===== config.mk =====
export PLATFORM = sky130hd
export DESIGN_NAME = vga_timing_ctrl
export DESIGN_NICKNAME = d
export VERILOG_FILES = /design/src/rtl/vga_timing_ctrl_pkg.sv /design/src/rtl/vga_axis_counter.sv /design/src/rtl/vga_timing_ctrl.sv
export SDC_FILE = /design/constraint.sdc
export NUM_CORES = 1
export LEC_CHECK = 0
export CAP_MARGIN = 10
export CELL_PAD_IN_SITES_DETAIL_PLACEMENT = 0
export CELL_PAD_IN_SITES_GLOBAL_PLACEMENT = 1
export CORE_MARGIN = 2
export CORE_UTILIZATION = 38
export DETAILED_ROUTE_END_ITERATION = 8
export DONT_BUFFER_PORTS = 1
export GPL_ROUTABILITY_DRIVEN = 1
export PLACE_DENSITY = 0.65
export RECOVER_POWER = 100
export SYNTH_ARGS = -nofsm -noshare
export SYNTH_HDL_FRONTEND = slang
export SYNTH_SLANG_ARGS = --single-unit

===== constraint.sdc =====
create_clock -name clk -period 3.7 [get_ports clk]
set_clock_uncertainty 0.1 [all_clocks]
set_input_delay 1.11 -clock clk [delete_from_list [all_inputs] [get_ports clk]]
set_output_delay 1.11 -clock clk [all_outputs]
set_load 0.01 [all_outputs]

===== src/rtl/vga_timing_ctrl_pkg.sv =====
// Shared definitions for the VGA timing controller: default 640x480@60
// timing, axis-state encoding, derived totals and small helper functions.
package vga_timing_ctrl_pkg;

  // Counter width used by both axes; totals must fit in this width.
  localparam int unsigned CNT_W = 10;
  localparam int unsigned RGB_W = 6;

  localparam logic [CNT_W-1:0] CNT_ZERO = CNT_W'(0);
  localparam logic [CNT_W-1:0] CNT_ONE  = CNT_W'(1);

  // Default horizontal timing in pixels.
  localparam int unsigned DEF_H_ACTIVE = 640;
  localparam int unsigned DEF_H_FP     = 16;
  localparam int unsigned DEF_H_SYNC   = 96;
  localparam int unsigned DEF_H_BP     = 48;

  // Default vertical timing in lines.
  localparam int unsigned DEF_V_ACTIVE = 480;
  localparam int unsigned DEF_V_FP     = 10;
  localparam int unsigned DEF_V_SYNC   = 2;
  localparam int unsigned DEF_V_BP     = 33;

  // Sync pulses are active-low in the standard 640x480 mode.
  localparam bit DEF_SYNC_NEG = 1'b1;

  // Length of one full axis period.
  function automatic int unsigned axis_total(
    input int unsigned active,
    input int unsigned fp,
    input int unsigned sync,
    input int unsigned bp
  );
    return active + fp + sync + bp;
  endfunction

  localparam int unsigned DEF_H_TOTAL =
    axis_total(DEF_H_ACTIVE, DEF_H_FP, DEF_H_SYNC, DEF_H_BP);
  localparam int unsigned DEF_V_TOTAL =
    axis_total(DEF_V_ACTIVE, DEF_V_FP, DEF_V_SYNC, DEF_V_BP);

  // Region of an axis; both axes walk ACTIVE -> FRONT -> SYNC -> BACK.
  typedef enum logic [1:0] {
    AXIS_ACTIVE = 2'd0,
    AXIS_FRONT  = 2'd1,
    AXIS_SYNC   = 2'd2,
    AXIS_BACK   = 2'd3
  } axis_state_e;

  // Pin level of a sync signal: asserted level flips when active-low.
  function automatic logic sync_level(input logic in_sync, input logic neg);
    return in_sync ^ neg;
  endfunction

endpackage


===== src/rtl/vga_axis_counter.sv =====
// One timing axis: position counter plus ACTIVE/FRONT/SYNC/BACK state
// machine. The counter advances only when step is high; wrap flags the
// step that returns the count to zero so the next axis can be chained.
module vga_axis_counter
  import vga_timing_ctrl_pkg::*;
#(
  parameter int unsigned ACTIVE = DEF_H_ACTIVE,
  parameter int unsigned FP     = DEF_H_FP,
  parameter int unsigned SYNC   = DEF_H_SYNC,
  parameter int unsigned BP     = DEF_H_BP
) (
  input  logic             clk,
  input  logic             rst,
  input  logic             step,
  output logic [CNT_W-1:0] cnt,
  output logic             in_active,
  output logic             in_sync,
  output logic             wrap
);

  localparam int unsigned TOTAL = axis_total(ACTIVE, FP, SYNC, BP);

  // Counts at which each region begins; ACTIVE begins at zero.
  localparam logic [CNT_W-1:0] FRONT_START = CNT_W'(ACTIVE);
  localparam logic [CNT_W-1:0] SYNC_START  = CNT_W'(ACTIVE + FP);
  localparam logic [CNT_W-1:0] BACK_START  = CNT_W'(ACTIVE + FP + SYNC);
  localparam logic [CNT_W-1:0] LAST_CNT    = CNT_W'(TOTAL - 1);

  logic [CNT_W-1:0] cnt_r;
  logic [CNT_W-1:0] cnt_nxt_s;
  axis_state_e      state_r;
  axis_state_e      state_nxt_s;
  logic             at_last_s;
  logic             state_ok_s;

  // Region a given count belongs to; used to detect a state that has
  // drifted away from the count and to pull it back in line.
  function automatic axis_state_e region_of(input logic [CNT_W-1:0] c);
    axis_state_e r;
    if (c < FRONT_START) begin
      r = AXIS_ACTIVE;
    end else if (c < SYNC_START) begin
      r = AXIS_FRONT;
    end else if (c < BACK_START) begin
      r = AXIS_SYNC;
    end else begin
      r = AXIS_BACK;
    end
    return r;
  endfunction

  // Terminal count; anything past the end is treated as terminal so an
  // out-of-range value wraps to zero on the next step.
  always_comb begin
    at_last_s  = (cnt_r >= LAST_CNT);
    state_ok_s = (state_r == region_of(cnt_r));
  end

  // Next count: hold when not stepping, wrap at the terminal count.
  always_comb begin
    cnt_nxt_s = cnt_r;
    if (!step) begin
      cnt_nxt_s = cnt_r;
    end else if (at_last_s) begin
      cnt_nxt_s = CNT_ZERO;
    end else begin
      cnt_nxt_s = cnt_r + CNT_ONE;
    end
  end

  // Next state: move to the following region when the stepped count
  // reaches that region's first value; a wrap always lands in ACTIVE.
  always_comb begin
    state_nxt_s = state_r;
    if (!step) begin
      state_nxt_s = state_r;
    end else if (cnt_nxt_s == CNT_ZERO) begin
      state_nxt_s = AXIS_ACTIVE;
    end else if (!state_ok_s) begin
      state_nxt_s = region_of(cnt_nxt_s);
    end else begin
      case (state_r)
        AXIS_ACTIVE: begin
          if (cnt_nxt_s == FRONT_START) begin
            state_nxt_s = AXIS_FRONT;
          end else begin
            state_nxt_s = AXIS_ACTIVE;
          end
        end
        AXIS_FRONT: begin
          if (cnt_nxt_s == SYNC_START) begin
            state_nxt_s = AXIS_SYNC;
          end else begin
            state_nxt_s = AXIS_FRONT;
          end
        end
        AXIS_SYNC: begin
          if (cnt_nxt_s == BACK_START) begin
            state_nxt_s = AXIS_BACK;
          end else begin
            state_nxt_s = AXIS_SYNC;
          end
        end
        AXIS_BACK: begin
          state_nxt_s = AXIS_BACK;
        end
        default: begin
          state_nxt_s = AXIS_ACTIVE;
        end
      endcase
    end
  end

  // Counter and state registers with synchronous reset to the origin.
  always_ff @(posedge clk) begin
    if (rst) begin
      cnt_r   <= CNT_ZERO;
      state_r <= AXIS_ACTIVE;
    end else begin
      cnt_r   <= cnt_nxt_s;
      state_r <= state_nxt_s;
    end
  end

  assign cnt       = cnt_r;
  assign in_active = (state_r == AXIS_ACTIVE);
  assign in_sync   = (state_r == AXIS_SYNC);
  assign wrap      = step & at_last_s;

endmodule


===== src/rtl/vga_timing_ctrl.sv =====
// VGA timing controller: a horizontal and a vertical axis counter (the
// vertical one stepped by horizontal wraps) feeding a single registered
// output stage, so pixel data and all timing outputs stay aligned.
module vga_timing_ctrl
  import vga_timing_ctrl_pkg::*;
#(
  parameter int unsigned H_ACTIVE = DEF_H_ACTIVE,
  parameter int unsigned H_FP     = DEF_H_FP,
  parameter int unsigned H_SYNC   = DEF_H_SYNC,
  parameter int unsigned H_BP     = DEF_H_BP,
  parameter int unsigned V_ACTIVE = DEF_V_ACTIVE,
  parameter int unsigned V_FP     = DEF_V_FP,
  parameter int unsigned V_SYNC   = DEF_V_SYNC,
  parameter int unsigned V_BP     = DEF_V_BP,
  parameter bit          SYNC_NEG = DEF_SYNC_NEG
) (
  input  logic       clk,
  input  logic       rst,
  input  logic       en,
  input  logic [5:0] rgb_in,
  output logic [9:0] hpos,
  output logic [9:0] vpos,
  output logic [5:0] rgb_out,
  output logic       hsync,
  output logic       vsync,
  output logic       de,
  output logic       frame_start
);

  logic [CNT_W-1:0] h_cnt_s;
  logic [CNT_W-1:0] v_cnt_s;
  logic             h_active_s;
  logic             h_sync_s;
  logic             h_wrap_s;
  logic             v_active_s;
  logic             v_sync_s;
  logic             frame_wrap_unused_s;
  logic             pix_active_s;

  logic [RGB_W-1:0] rgb_nxt_s;
  logic             de_nxt_s;
  logic             fs_nxt_s;
  logic             hs_nxt_s;
  logic             vs_nxt_s;

  logic [RGB_W-1:0] rgb_r;
  logic             de_r;
  logic             fs_r;
  logic             hs_r;
  logic             vs_r;

  vga_axis_counter #(
    .ACTIVE (H_ACTIVE),
    .FP     (H_FP),
    .SYNC   (H_SYNC),
    .BP     (H_BP)
  ) u_h_axis (
    .clk       (clk),
    .rst       (rst),
    .step      (en),
    .cnt       (h_cnt_s),
    .in_active (h_active_s),
    .in_sync   (h_sync_s),
    .wrap      (h_wrap_s)
  );

  // The vertical axis moves one line each time the horizontal axis wraps,
  // so it freezes together with the horizontal axis when en is low.
  vga_axis_counter #(
    .ACTIVE (V_ACTIVE),
    .FP     (V_FP),
    .SYNC   (V_SYNC),
    .BP     (V_BP)
  ) u_v_axis (
    .clk       (clk),
    .rst       (rst),
    .step      (h_wrap_s),
    .cnt       (v_cnt_s),
    .in_active (v_active_s),
    .in_sync   (v_sync_s),
    .wrap      (frame_wrap_unused_s)
  );

  assign pix_active_s = h_active_s & v_active_s;

  // Output stage inputs: blank and deassert everything while paused,
  // otherwise present the current position's timing and pixel.
  always_comb begin
    rgb_nxt_s = 6'd0;
    de_nxt_s  = 1'b0;
    fs_nxt_s  = 1'b0;
    hs_nxt_s  = SYNC_NEG;
    vs_nxt_s  = SYNC_NEG;
    if (en) begin
      de_nxt_s = pix_active_s;
      if (pix_active_s) begin
        rgb_nxt_s = rgb_in;
      end else begin
        rgb_nxt_s = 6'd0;
      end
      fs_nxt_s = pix_active_s & (h_cnt_s == CNT_ZERO) & (v_cnt_s == CNT_ZERO);
      hs_nxt_s = sync_level(h_sync_s, SYNC_NEG);
      vs_nxt_s = sync_level(v_sync_s, SYNC_NEG);
    end else begin
      rgb_nxt_s = 6'd0;
      de_nxt_s  = 1'b0;
      fs_nxt_s  = 1'b0;
      hs_nxt_s  = SYNC_NEG;
      vs_nxt_s  = SYNC_NEG;
    end
  end

  // One-cycle output pipeline; reset drives blank video and idle syncs.
  always_ff @(posedge clk) begin
    if (rst) begin
      rgb_r <= 6'd0;
      de_r  <= 1'b0;
      fs_r  <= 1'b0;
      hs_r  <= SYNC_NEG;
      vs_r  <= SYNC_NEG;
    end else begin
      rgb_r <= rgb_nxt_s;
      de_r  <= de_nxt_s;
      fs_r  <= fs_nxt_s;
      hs_r  <= hs_nxt_s;
      vs_r  <= vs_nxt_s;
    end
  end

  assign hpos        = h_cnt_s;
  assign vpos        = v_cnt_s;
  assign rgb_out     = rgb_r;
  assign de          = de_r;
  assign frame_start = fs_r;
  assign hsync       = hs_r;
  assign vsync       = vs_r;

endmodule


# After elaboration in Yosys (flattened, before gate mapping)
# Index checks and enable logic that the tools add are counted.
# totals
reg_bits,34
# op_classes
n_addsub,2
reduce_logical,8
muxes,28
bitwise,8
eq_ne,14
order_cmp,14
# ops
op,count
$lt 10x10->1 const B,6
$lt 10x9->1 const B,6
$logic_not 10->1,4
$mux 10,4
$eq 10x10->1 const B,3
$eq 10x9->1 const B,3
$mux 2,14
$add 10x1->10 const B,2
$ge 10x10->1 const B,2
$pmux 2 s4,2
$eq 2x2->1 const B,4
$mux 1,8
$and 1x1->1,4
$eq 2x1->1 const B,2
$eq 2x2->1,2
$logic_not 2->1,2
$not 1->1,4
$reduce_or 3->1,1
$reduce_or 2->1,1

# Depth between registers and ports, before layout
# Gate-level depths: netlist (run 1).
# depth
word_depth,9
mapped_depth,10
ltp_nobuf,10

# Hierarchy
# Synthesis (run 1) repeated with hierarchy kept, for this count alone.
# hier_totals
hier_cells,269
area_unflattened_um2,2272.2
# by_module_without_submodules
mod,cells_each,n_inst,seq_area_each_um2,area_per_inst_um2
vga_axis_counter (u_v_axis),127,1,240.2,1026.0
vga_axis_counter (u_h_axis),113,1,240.2,890.9
vga_timing_ctrl,29,1,200.2,355.3

# Worst setup path after synthesis (run 1)
# OpenSTA, ideal clock, no wires.
# synth_timing
kind,input-to-reg
startpoint,in en
endpoint,reg u_v_axis.state_r[0]
n_path_buf,1
slack_ns,0.713
arrival_ns,2.752
cell_stages,9
path_cell_list,clkbuf_1 and3_1 o21ai_2 or4_4 o211ai_2 and3_4 nand4_1 o31ai_1 a21oi_1
# synth_via
elab_chain_cells,8
word_cells_on_any_way,18
# synth_rtl
item,line_no,text
from (decl),vga_timing_ctrl.sv:19,"input logic en,"
$and 1x1->1 *,vga_axis_counter.sv:128,assign wrap = step & at_last_s;
$mux 10,vga_axis_counter.sv:62,if (!step) begin
$lt 10x9->1,vga_axis_counter.sv:44,end else if (c < BACK_START) begin
$mux 1,vga_axis_counter.sv:44,
$mux 2,vga_axis_counter.sv:42,end else if (c < SYNC_START) begin
$mux 2,vga_axis_counter.sv:40,if (c < FRONT_START) begin
$mux 2,vga_axis_counter.sv:79,end else if (!state_ok_s) begin
$mux 2,vga_axis_counter.sv:77,end else if (cnt_nxt_s == CNT_ZERO) begin
to (signal assigned),vga_axis_counter.sv:121,state_r <= state_nxt_s;
to (decl),vga_axis_counter.sv:31,axis_state_e state_r;
# Mark *: on every way between the ends. The rest lies on a longest branch, timed or not.
# A chain may end at the register's enable or synchronous reset.

# Worst setup path in the final report (run 1)
# layout_timing
startpoint,reg u_h_axis.cnt_r[0] (netlist: u_h_axis.cnt[0])
endpoint,reg u_v_axis.state_r[0]
# layout_via
elab_chain_cells,9
word_cells_on_any_way,19
# layout_rtl
item,line_no,text
from (decl),vga_axis_counter.sv:29,logic [CNT_W-1:0] cnt_r;
from (signal assigned),vga_axis_counter.sv:120,cnt_r <= cnt_nxt_s;
$ge 10x10->1 *,vga_axis_counter.sv:55,at_last_s = (cnt_r >= LAST_CNT);
$and 1x1->1 *,vga_axis_counter.sv:128,
$mux 10,vga_axis_counter.sv:62,
$lt 10x9->1,vga_axis_counter.sv:44,
$mux 1,vga_axis_counter.sv:44,
$mux 2,vga_axis_counter.sv:42,
$mux 2,vga_axis_counter.sv:40,
$mux 2,vga_axis_counter.sv:79,
$mux 2,vga_axis_counter.sv:77,
# Marks and branches as above.

==> flow_summary_export.csv, run 1 <==
group,metric,value,unit
clock_network,cts_htree_levels,2,
clock_network,cts_resized,0,
worst_setup_path,cp_max_fo,23,
synth,synth_warnings,0,
synth,synth_cells,310,
sta,setup_violations,0,
synth,synth.avg_cell_area,7.46,sq um
place,dpl.cell_count,373,
global_route,grt_pass1_wl,10700,um
finish,drive_gt1_share,5.88,%
power,power.density,318,nW/um^2
synth,synth_most_common_cell,"dfxtp_1",
finish,fillers,625,
min_path,worstHoldPathType,"reg2reg",
floorplanning,io_pins,39,
sta,finalCriticalPeriod,3.21,ns
worst_setup_path,cp-end-kind,"flop",
synth,ys.flop_type,"dfxtp_1",
clock_network,clkSlewWorstSetupHoldPaths,0.08,ns
power,swShare,23.8,%
sta,worstMarginPinSlew,0.910,ns
worst_setup_path,worstPathArrival,3.32,ns
finish,seq_area,681,sq um
sta,tns,0,ns
clock_network,hold_buffers,0,
sta,min_period_over_period,86.7,%
synth,synth_seq_cells,34,
route,drt-vias-per-instance,6.02,
global_route,grt_overflow,0,
synth,yosys-top-cells-count,"34 x dfxtp_1, 29 x nor2_1, 28 x nand2_1",
clock_network,cts_buffer_depth,2,
worst_setup_path,critical_path_required,3.81,ns
global_route,grt_max_degree,24,
global_route,antenna_found_initial,0,
floorplanning,core_area,5890,sq um
sta,rsz0062_at_grt,"false",
synth,synth_edf_count,0,
finish,final_net_count,318,
power,internal-power,0.589,mW
clock_network,clk_latency,0.28,ns
route,wire_per_inst,17.2,um
route,wirelength,6560,um
synth,ys_seq_area_share,29.4,%
power,netSwitchingPower,0.184,mW
floorplanning,rows,28,
worst_setup_path,startpoint_type,"flop",
clock_network,cts_buffers,5,
synth,syn_nets,323,
route,antenna_left,0,
sta,max_freq,0.312,GHz
finish,fin_cells,381,
power,p_clk_share,45.5,%
floorplanning,die_area,6720,sq um
finish,antenna_cells,0,
place,port_buffers,0,
min_path,hold_depth,1,
floorplanning,die_h,82.0,um
finish,multi_input_comb_area,1480,sq um
floorplanning,start_util,39.3,%
synth,synthTopCellsByArea,"dfxtp_1 29%, a21oi_1 5.4%, nor2_1 4.7%",
flow_run,cap_violations,0,
sta,hold_viol,0,
worst_setup_path,crit_type,"reg2reg",
global_route,first_global_vias,2100,
synth,async_reset_ff_share,0,%
synth,synth_largest_area_cell,"dfxtp_1",
clock_network,cts_tree,"done",
route,vias,2292,
power,p_seq_share,49.7,%
synth,synth_area,2310,sq um
route,drtIter0Drc,122,
worst_setup_path,worst_r2r_path_depth,9,
place,hpwl,4710,um
clock_network,cts_root_buf,"clkbuf_8",
global_route,track_usage,20.7,%
route,route.detailed.drc,0,
power,p_comb_share,4.8,%
clock_network,postCtsSetupRepairBufs,0,
route,firstDrtPassIters,5,
sta,maxSlewHeadroom,39.3,%
place,place_congestion,0.804,
power,peakVddDrop,0.000176,V
finish,area_delta_synth_final,5.14,%
synth,synth_top_area_share,29.4,%
floorplanning,die_x,82.0,um
power,leakage,0.828,nW
clock_network,clock_sinks,34,
sta,final-max-slew-violation-count,0,
status,outcome,"finished, final reports clean",
synth,synthDistinctLibCells,58,
cells in the final DEF (no fill, tap or decap), types with 3 or more instances in the layout:
cell / synthesis / final
nand3_1: 15 / 15
and3_1: 7 / 7
and2_1: 10 / 8
xor2_1: 4 / 4
clkbuf_1: 11 / 8
o21ai_0: 21 / 22
a21oi_1: 25 / 25
nand4_1: 12 / 12
o21a_1: 5 / 5
a31oi_1: 5 / 5
dfxtp_1: 34 / 34
inv_1: 8 / 8
nor4_1: 3 / 3
a22oi_1: 3 / 3
nor2_1: 29 / 29
ha_1: 4 / 4
clkbuf_8: 0 / 5
nand2_1: 28 / 28
nor3_1: 15 / 15
xnor2_1: 4 / 4
nor2b_1: 4 / 4
critical path, stage by stage, from the launching register on:
cell and delay, ns:
dfxtp_1 0.41, ha_1 0.32, and4_1 0.27, o21ai_2 0.75, nor2_1 0.28, a32o_1 0.32
and3_4 0.19, a311oi_1 0.23, o21ai_0 0.13, a21oi_1 0.14
per-stage QoR:
stage	total power [mW]	utilization (%)	worst slack, ns	hold slack, ns	area (sq um)
global placement	0.430	39.9	0.589	0.416	2350
floorplan	0.426	-	0.713	0.347	2310
CTS	0.781	41.9	0.523	0.446	2460
global route	0.801	41.3	0.151	0.465	2430
detailed placement	0.430	39.9	0.546	0.422	2350
finish	0.773	41.3	0.492	0.431	2430
final cells by class:
| cell class | count | area share, % |
|---|---|---|
| clock inverter | 3 | 1.85 |
| tap | 75 | 3.86 |
| timing repair buffer | 9 | 1.54 |
| clock buffer | 5 | 2.83 |
| sequential | 34 | 28.0 |
| multi-input combinational | 247 | 60.7 |
| inverter | 8 | 1.24 |
metal layers:
metal / up-vias / GRT usage (%) / wire [um]
li1: 1133 / - / -
met1: 1068 / 29.7 / 3230
met2: 87 / 31.5 / 2820
met3: 4 / 5.16 / 466
met4: 0 / 4.17 / 37
met5: - / 0 / 0
cell families after synthesis:
kind of cell / Yosys count / synth area share [%]
AOI/OAI and AO/OA: 85 / 23.2
xor gates and xnor gates: 8 / 3.03
buffers and inverters: 29 / 6.60
DFF: 34 / 29.4
and+or+nand+nor: 148 / 34.7
adders and majority gates: 4 / 2.16
muxes: 2 / 0.866
registers in the layout (all words and copies together) (netlist names):
signal and count:
de 1, frame_start 1, hsync 1, rgb_out 6, u_h_axis.cnt 10, u_h_axis.state_r 2
u_v_axis.cnt 10, u_v_axis.state_r 2, vsync 1
power groups by stage:
stage / logic (mW) / clock network [mW] / registers (mW)
6_report: 0.0368 / 0.352 / 0.384
5_1_grt: 0.0429 / 0.373 / 0.386
4_1_cts: 0.0375 / 0.359 / 0.384
3_5_place_dp: 0.0370 / 0 / 0.393
3_3_place_gp: 0.0374 / 0 / 0.393
2_1_floorplan: 0.0370 / 0 / 0.389
worst paths after layout:
path | startpoint | to | slack [ns]
max | u_h_axis.cnt[0] | u_v_axis.state_r[0] | 0.49
min | u_h_axis.state_r[1] | hsync | 0.43
max reg2reg | u_h_axis.cnt[0] | u_v_axis.state_r[0] | 0.49
min reg2reg | u_h_axis.state_r[1] | hsync | 0.43
(Power assumes the default switching activity.)
==> run 2, diff against run 1 <==
--- a/config.mk
+++ b/config.mk
@@ -9,11 +9,12 @@
 export CELL_PAD_IN_SITES_DETAIL_PLACEMENT = 0
 export CELL_PAD_IN_SITES_GLOBAL_PLACEMENT = 1
 export CORE_MARGIN = 2
-export CORE_UTILIZATION = 38
+export CORE_UTILIZATION = 40
+export CTS_CLUSTER_SIZE = 8
 export DETAILED_ROUTE_END_ITERATION = 8
 export DONT_BUFFER_PORTS = 1
 export GPL_ROUTABILITY_DRIVEN = 1
-export PLACE_DENSITY = 0.65
+export PLACE_DENSITY = 0.67
 export RECOVER_POWER = 100
 export SYNTH_ARGS = -nofsm -noshare
 export SYNTH_HDL_FRONTEND = slang
==> flow_summary_export.csv, run 2 (synthesis results as in run 1) <==
group,metric,value,unit
status,outcome,"finished, final reports clean",
clock_network,cts_buffer_depth,2,
worst_setup_path,reg2reg_from,"u_h_axis.cnt[0]",
sta,setup_violations,0,
route,route.detailed.drc,0,
finish,antenna_cells,0,
floorplanning,start_util,41.7,%
sta,maxSlewHeadroom,39.7,%
clock_network,cts_htree_levels,2,
global_route,grt_pass1_wl,10300,um
worst_setup_path,r2r_slack,0.39,ns
clock_network,cts_tree,"done",
sta,hold_viol,0,
floorplanning,io_pins,39,
sta,finalCriticalPeriod,3.31,ns
place,place_congestion,0.827,
finish,postLayoutCellArea,2450,sq um
route,wire_per_inst,17.2,um
clock_network,clkSlewWorstSetupHoldPaths,0.08,ns
global_route,first_global_vias,2032,
clock_network,postCtsSetupRepairBufs,0,
global_route,grt_overflow,0,
finish,fin_cells,378,
worst_setup_path,crit_type,"reg2reg",
min_path,worstHoldPathType,"reg2reg",
power,total_power,0.846,mW
route,firstDrtPassIters,4,
floorplanning,rows,27,
clock_network,cts_root_buf,"clkbuf_8",
sta,final-max-slew-violation-count,0,
clock_network,hold_buffers,0,
power,p_comb_share,4.5,%
power,peakVddDrop,0.000137,V
worst_setup_path,startpoint_type,"flop",
worst_setup_path,crit_start,"u_h_axis.cnt[0]",
place,dpl.cell_count,370,
finish,final_net_count,318,
place,port_buffers,0,
sta,rsz0062_at_grt,"false",
finish,drive_gt1_share,5.56,%
power,leakage,0.848,nW
sta,tns,0,ns
place,hpwl,4720,um
worst_setup_path,cp_max_fo,23,
power,p_clk_share,50.1,%
worst_setup_path,worstPathArrival,3.44,ns
power,internal-power,0.659,mW
worst_setup_path,worst_r2r_path_depth,8,
worst_setup_path,critical_path_required,3.83,ns
finish,area_delta_synth_final,5.79,%
clock_network,clock_sinks,34,
power,netSwitchingPower,0.187,mW
worst_setup_path,cp-end-kind,"flop",
power,swShare,22.1,%
floorplanning,die_area,6400,sq um
route,drt-vias-per-instance,5.98,
route,vias,2259,
floorplanning,die_x,80.0,um
floorplanning,core_area,5540,sq um
sta,max_freq,0.302,GHz
route,antenna_left,0,
route,drtIter0Drc,115,
global_route,antenna_found_initial,0,
clock_network,cts_buffers,5,
route,wirelength,6510,um
worst_setup_path,r2r-end,"u_h_axis.state_r[0]",
sta,min_period_over_period,89.4,%
power,p_seq_share,45.4,%
global_route,grt_max_degree,24,
floorplanning,die_h,80.0,um
finish,final_common_cell,"dfxtp_1",
clock_network,clk_latency,0.29,ns
clock_network,cts_resized,0,
power,power.density,346,nW/um^2
sta,worstMarginPinSlew,0.904,ns
global_route,track_usage,20.6,%
worst_setup_path,critPathCapture,"u_h_axis.state_r[0]",
place,dpl_cell_area,2350,sq um
finish,final_cell_mix,"34 x dfxtp_1, 29 x nor2_1, 28 x nand2_1",
finish,postLayoutCoreUtil,44.2,%
flow_run,cap_violations,0,
[run 2: cell count changes in the layout (fill, tap and decap cells not counted), sizes merged]
cell / previous run / this run
buf: 1 / 0
clkbuf: 13 / 14
clkinvlp: 2 / 0
clkinv: 0 / 1
bufinv: 1 / 2
[run 2: per-stage QoR]
step / hold slack [ns] / setup WS, ns
final: 0.430 / 0.393
after global routing: 0.473 / 0.0549
after CTS: 0.431 / 0.416
after detailed placement: 0.412 / 0.423
after global placement: 0.409 / 0.551
after floorplan: 0.347 / 0.713
[run 2: worst min-delay path by stage]
stage	slack [ns]	startpoint	end	cells past startpoint
finish	0.43	u_v_axis.state_r[1]	vsync	1
CTS	0.43	u_v_axis.state_r[1]	vsync	1
global placement	0.41	u_v_axis.state_r[1]	vsync	1
floorplan	0.35	u_v_axis.state_r[1]	vsync	1
detailed placement	0.41	u_v_axis.state_r[1]	vsync	1
global route	0.47	u_v_axis.state_r[1]	vsync	1
[run 2: critical path, stage by stage (launching register included)]
cell	delay, ns
dfxtp_1	0.40
ha_1	0.31
and4_1	0.27
o21ai_2	0.74
o21ai_0	0.47
nor4_1	0.50
a21oi_1	0.13
a31oi_1	0.16
a2bb2oi_1	0.16
[run 2: power by group through the flow]
| stage | registers [mW] | logic [mW] | clock network, mW |
|---|---|---|---|
| detailed placement | 0.393 | 0.0377 | 0 |
| global route | 0.385 | 0.0419 | 0.449 |
| global placement | 0.392 | 0.0384 | 0 |
| CTS | 0.384 | 0.0381 | 0.432 |
| floorplan | 0.389 | 0.0370 | 0 |
| finish | 0.384 | 0.0378 | 0.424 |
[run 2: area by class of cell]
cell class	instances	area, sq um
clock inverter	3	68.8
inverter	8	30.0
fill	599	3090
timing repair buffer	9	33.8
tap	72	90.1
multi-input combinational	247	1470
sequential	34	681
clock buffer	5	68.8
[run 2: per-layer routing]
metal | wire (um) | GRT usage [%]
met1 | 3180 | 29.7
met5 | 0 | 0
met2 | 2810 | 30.6
met3 | 470 | 5.32
met4 | 53 | 4.58
==> run 3, diff against run 2 <==
--- a/config.mk
+++ b/config.mk
@@ -8,7 +8,7 @@
 export CAP_MARGIN = 10
 export CELL_PAD_IN_SITES_DETAIL_PLACEMENT = 0
 export CELL_PAD_IN_SITES_GLOBAL_PLACEMENT = 1
-export CORE_MARGIN = 2
+export CORE_MARGIN = 5
 export CORE_UTILIZATION = 40
 export CTS_CLUSTER_SIZE = 8
 export DETAILED_ROUTE_END_ITERATION = 8
==> flow_summary_export.csv, run 3 (synthesis results as in run 1) <==
group,metric,value,unit
status,outcome,"finished, final reports clean",
sta,maxSlewHeadroom,50.8,%
route,drtIter0Drc,102,
clock_network,cts_resized,0,
finish,final_cell_mix,"34 x dfxtp_1, 29 x nor2_1, 28 x nand2_1",
worst_setup_path,worstPathArrival,3.25,ns
worst_setup_path,critical_path_required,3.76,ns
global_route,track_usage,17.8,%
route,wire_per_inst,17.3,um
route,drt-vias-per-instance,6.01,
floorplanning,core_area,5570,sq um
sta,worstMarginPinSlew,0.739,ns
clock_network,cts_root_buf,"clkbuf_8",
worst_setup_path,reg2reg_from,"u_h_axis.cnt[0]",
place,hpwl,4700,um
clock_network,clkSlewWorstSetupHoldPaths,0.08,ns
global_route,grt_max_degree,21,
floorplanning,io_pins,39,
floorplanning,die_x,86.0,um
place,place_congestion,0.880,
clock_network,cts_tree,"done",
finish,final_net_count,314,
route,firstDrtPassIters,4,
flow_run,cap_violations,0,
floorplanning,start_util,41.5,%
clock_network,hold_buffers,0,
clock_network,cts_buffers,5,
global_route,grt_overflow,0,
route,wirelength,6480,um
sta,hold_viol,0,
clock_network,clock_sinks,34,
sta,tns,0,ns
worst_setup_path,crit_type,"reg2reg",
place,port_buffers,0,
sta,setup_violations,0,
route,route.detailed.drc,0,
power,leakage,0.817,nW
sta,finalCriticalPeriod,3.19,ns
floorplanning,die_h,86.0,um
floorplanning,die_area,7400,sq um
finish,drive_gt1_share,5.63,%
worst_setup_path,cp-end-kind,"flop",
worst_setup_path,worst_r2r_path_depth,10,
route,antenna_left,0,
global_route,antenna_found_initial,0,
finish,postLayoutCoreUtil,42.9,%
clock_network,clk_latency,0.29,ns
sta,min_period_over_period,86.2,%
global_route,first_global_vias,2047,
sta,final-max-slew-violation-count,0,
clock_network,postCtsSetupRepairBufs,0,
global_route,grt_pass1_wl,10600,um
route,vias,2248,
clock_network,cts_buffer_depth,2,
worst_setup_path,crit_start,"u_h_axis.cnt[0]",
min_path,min_from,"u_v_axis.state_r[1]",
worst_setup_path,cp_max_fo,12,
floorplanning,rows,27,
min_path,worstHoldPathType,"reg2reg",
power,peakVddDrop,0.000125,V
sta,rsz0062_at_grt,"false",
finish,final_common_cell,"dfxtp_1",
clock_network,cts_htree_levels,2,
worst_setup_path,startpoint_type,"flop",
finish,fillers,588,
power,power.density,299,nW/um^2
sta,max_freq,0.314,GHz
finish,antenna_cells,0,
min_path,hold_depth,1,
finish,area_delta_synth_final,3.30,%
-- run 3: area by class of cell --
type | count | area, sq um | area share [%]
Tap cell | 72 | 90.1 | 3.77
Inverter | 8 | 30.0 | 1.26
Multi-Input combinational cell | 247 | 1470 | 61.7
Clock buffer | 6 | 82.6 | 3.46
Sequential cell | 34 | 681 | 28.5
Clock inverter | 2 | 12.5 | 0.524
Timing Repair Buffer | 5 | 18.8 | 0.786
-- run 3: critical path: stages, from the launching register on --
cell and delay, ns:
dfxtp_1 0.50, ha_1 0.33, and4_1 0.37, o21ai_2 0.21
clkbuf_1 0.29, or4_4 0.59, nand2_4 0.12, mux2i_1 0.17
and4bb_1 0.19, o21ai_1 0.11, a21oi_1 0.07
-- run 3: per-stage QoR --
step / setup WS [ns] / area, sq um / power (mW) / cells / hold slack, ns
after floorplan: 0.713 / 2310 / 0.426 / 310 / 0.347
after global placement: 0.644 / 2320 / 0.431 / 366 / 0.434
after CTS: 0.633 / 2410 / 0.727 / 374 / 0.435
after detailed placement: 0.611 / 2320 / 0.431 / 366 / 0.420
final: 0.510 / 2390 / 0.715 / 374 / 0.435
after global routing: 0.275 / 2390 / 0.746 / 374 / 0.459
-- run 3: worst paths after layout --
path / to / slack, ns
worst min-delay path: vsync / 0.43
worst max-delay path: u_v_axis.state_r[0] / 0.51
worst max register to register: u_v_axis.state_r[0] / 0.51
worst min register to register: vsync / 0.43
-- run 3: per-layer routing --
| layer | up-vias | routed length [um] | global-route usage, % |
|---|---|---|---|
| met4 | 0 | 60 | 5.18 |
| met5 | - | 0 | 0 |
| li1 | 1129 | - | - |
| met1 | 1033 | 3230 | 26.2 |
| met2 | 80 | 2650 | 24.5 |
| met3 | 6 | 538 | 5.28 |
-- run 3: report_power, final --
part	switching (mW)	total (mW)	internal (mW)
clock network	0.144	0.293	0.150
registers	0.0123	0.385	0.373
logic	0.0208	0.0364	0.0156
total	0.177	0.715	0.538
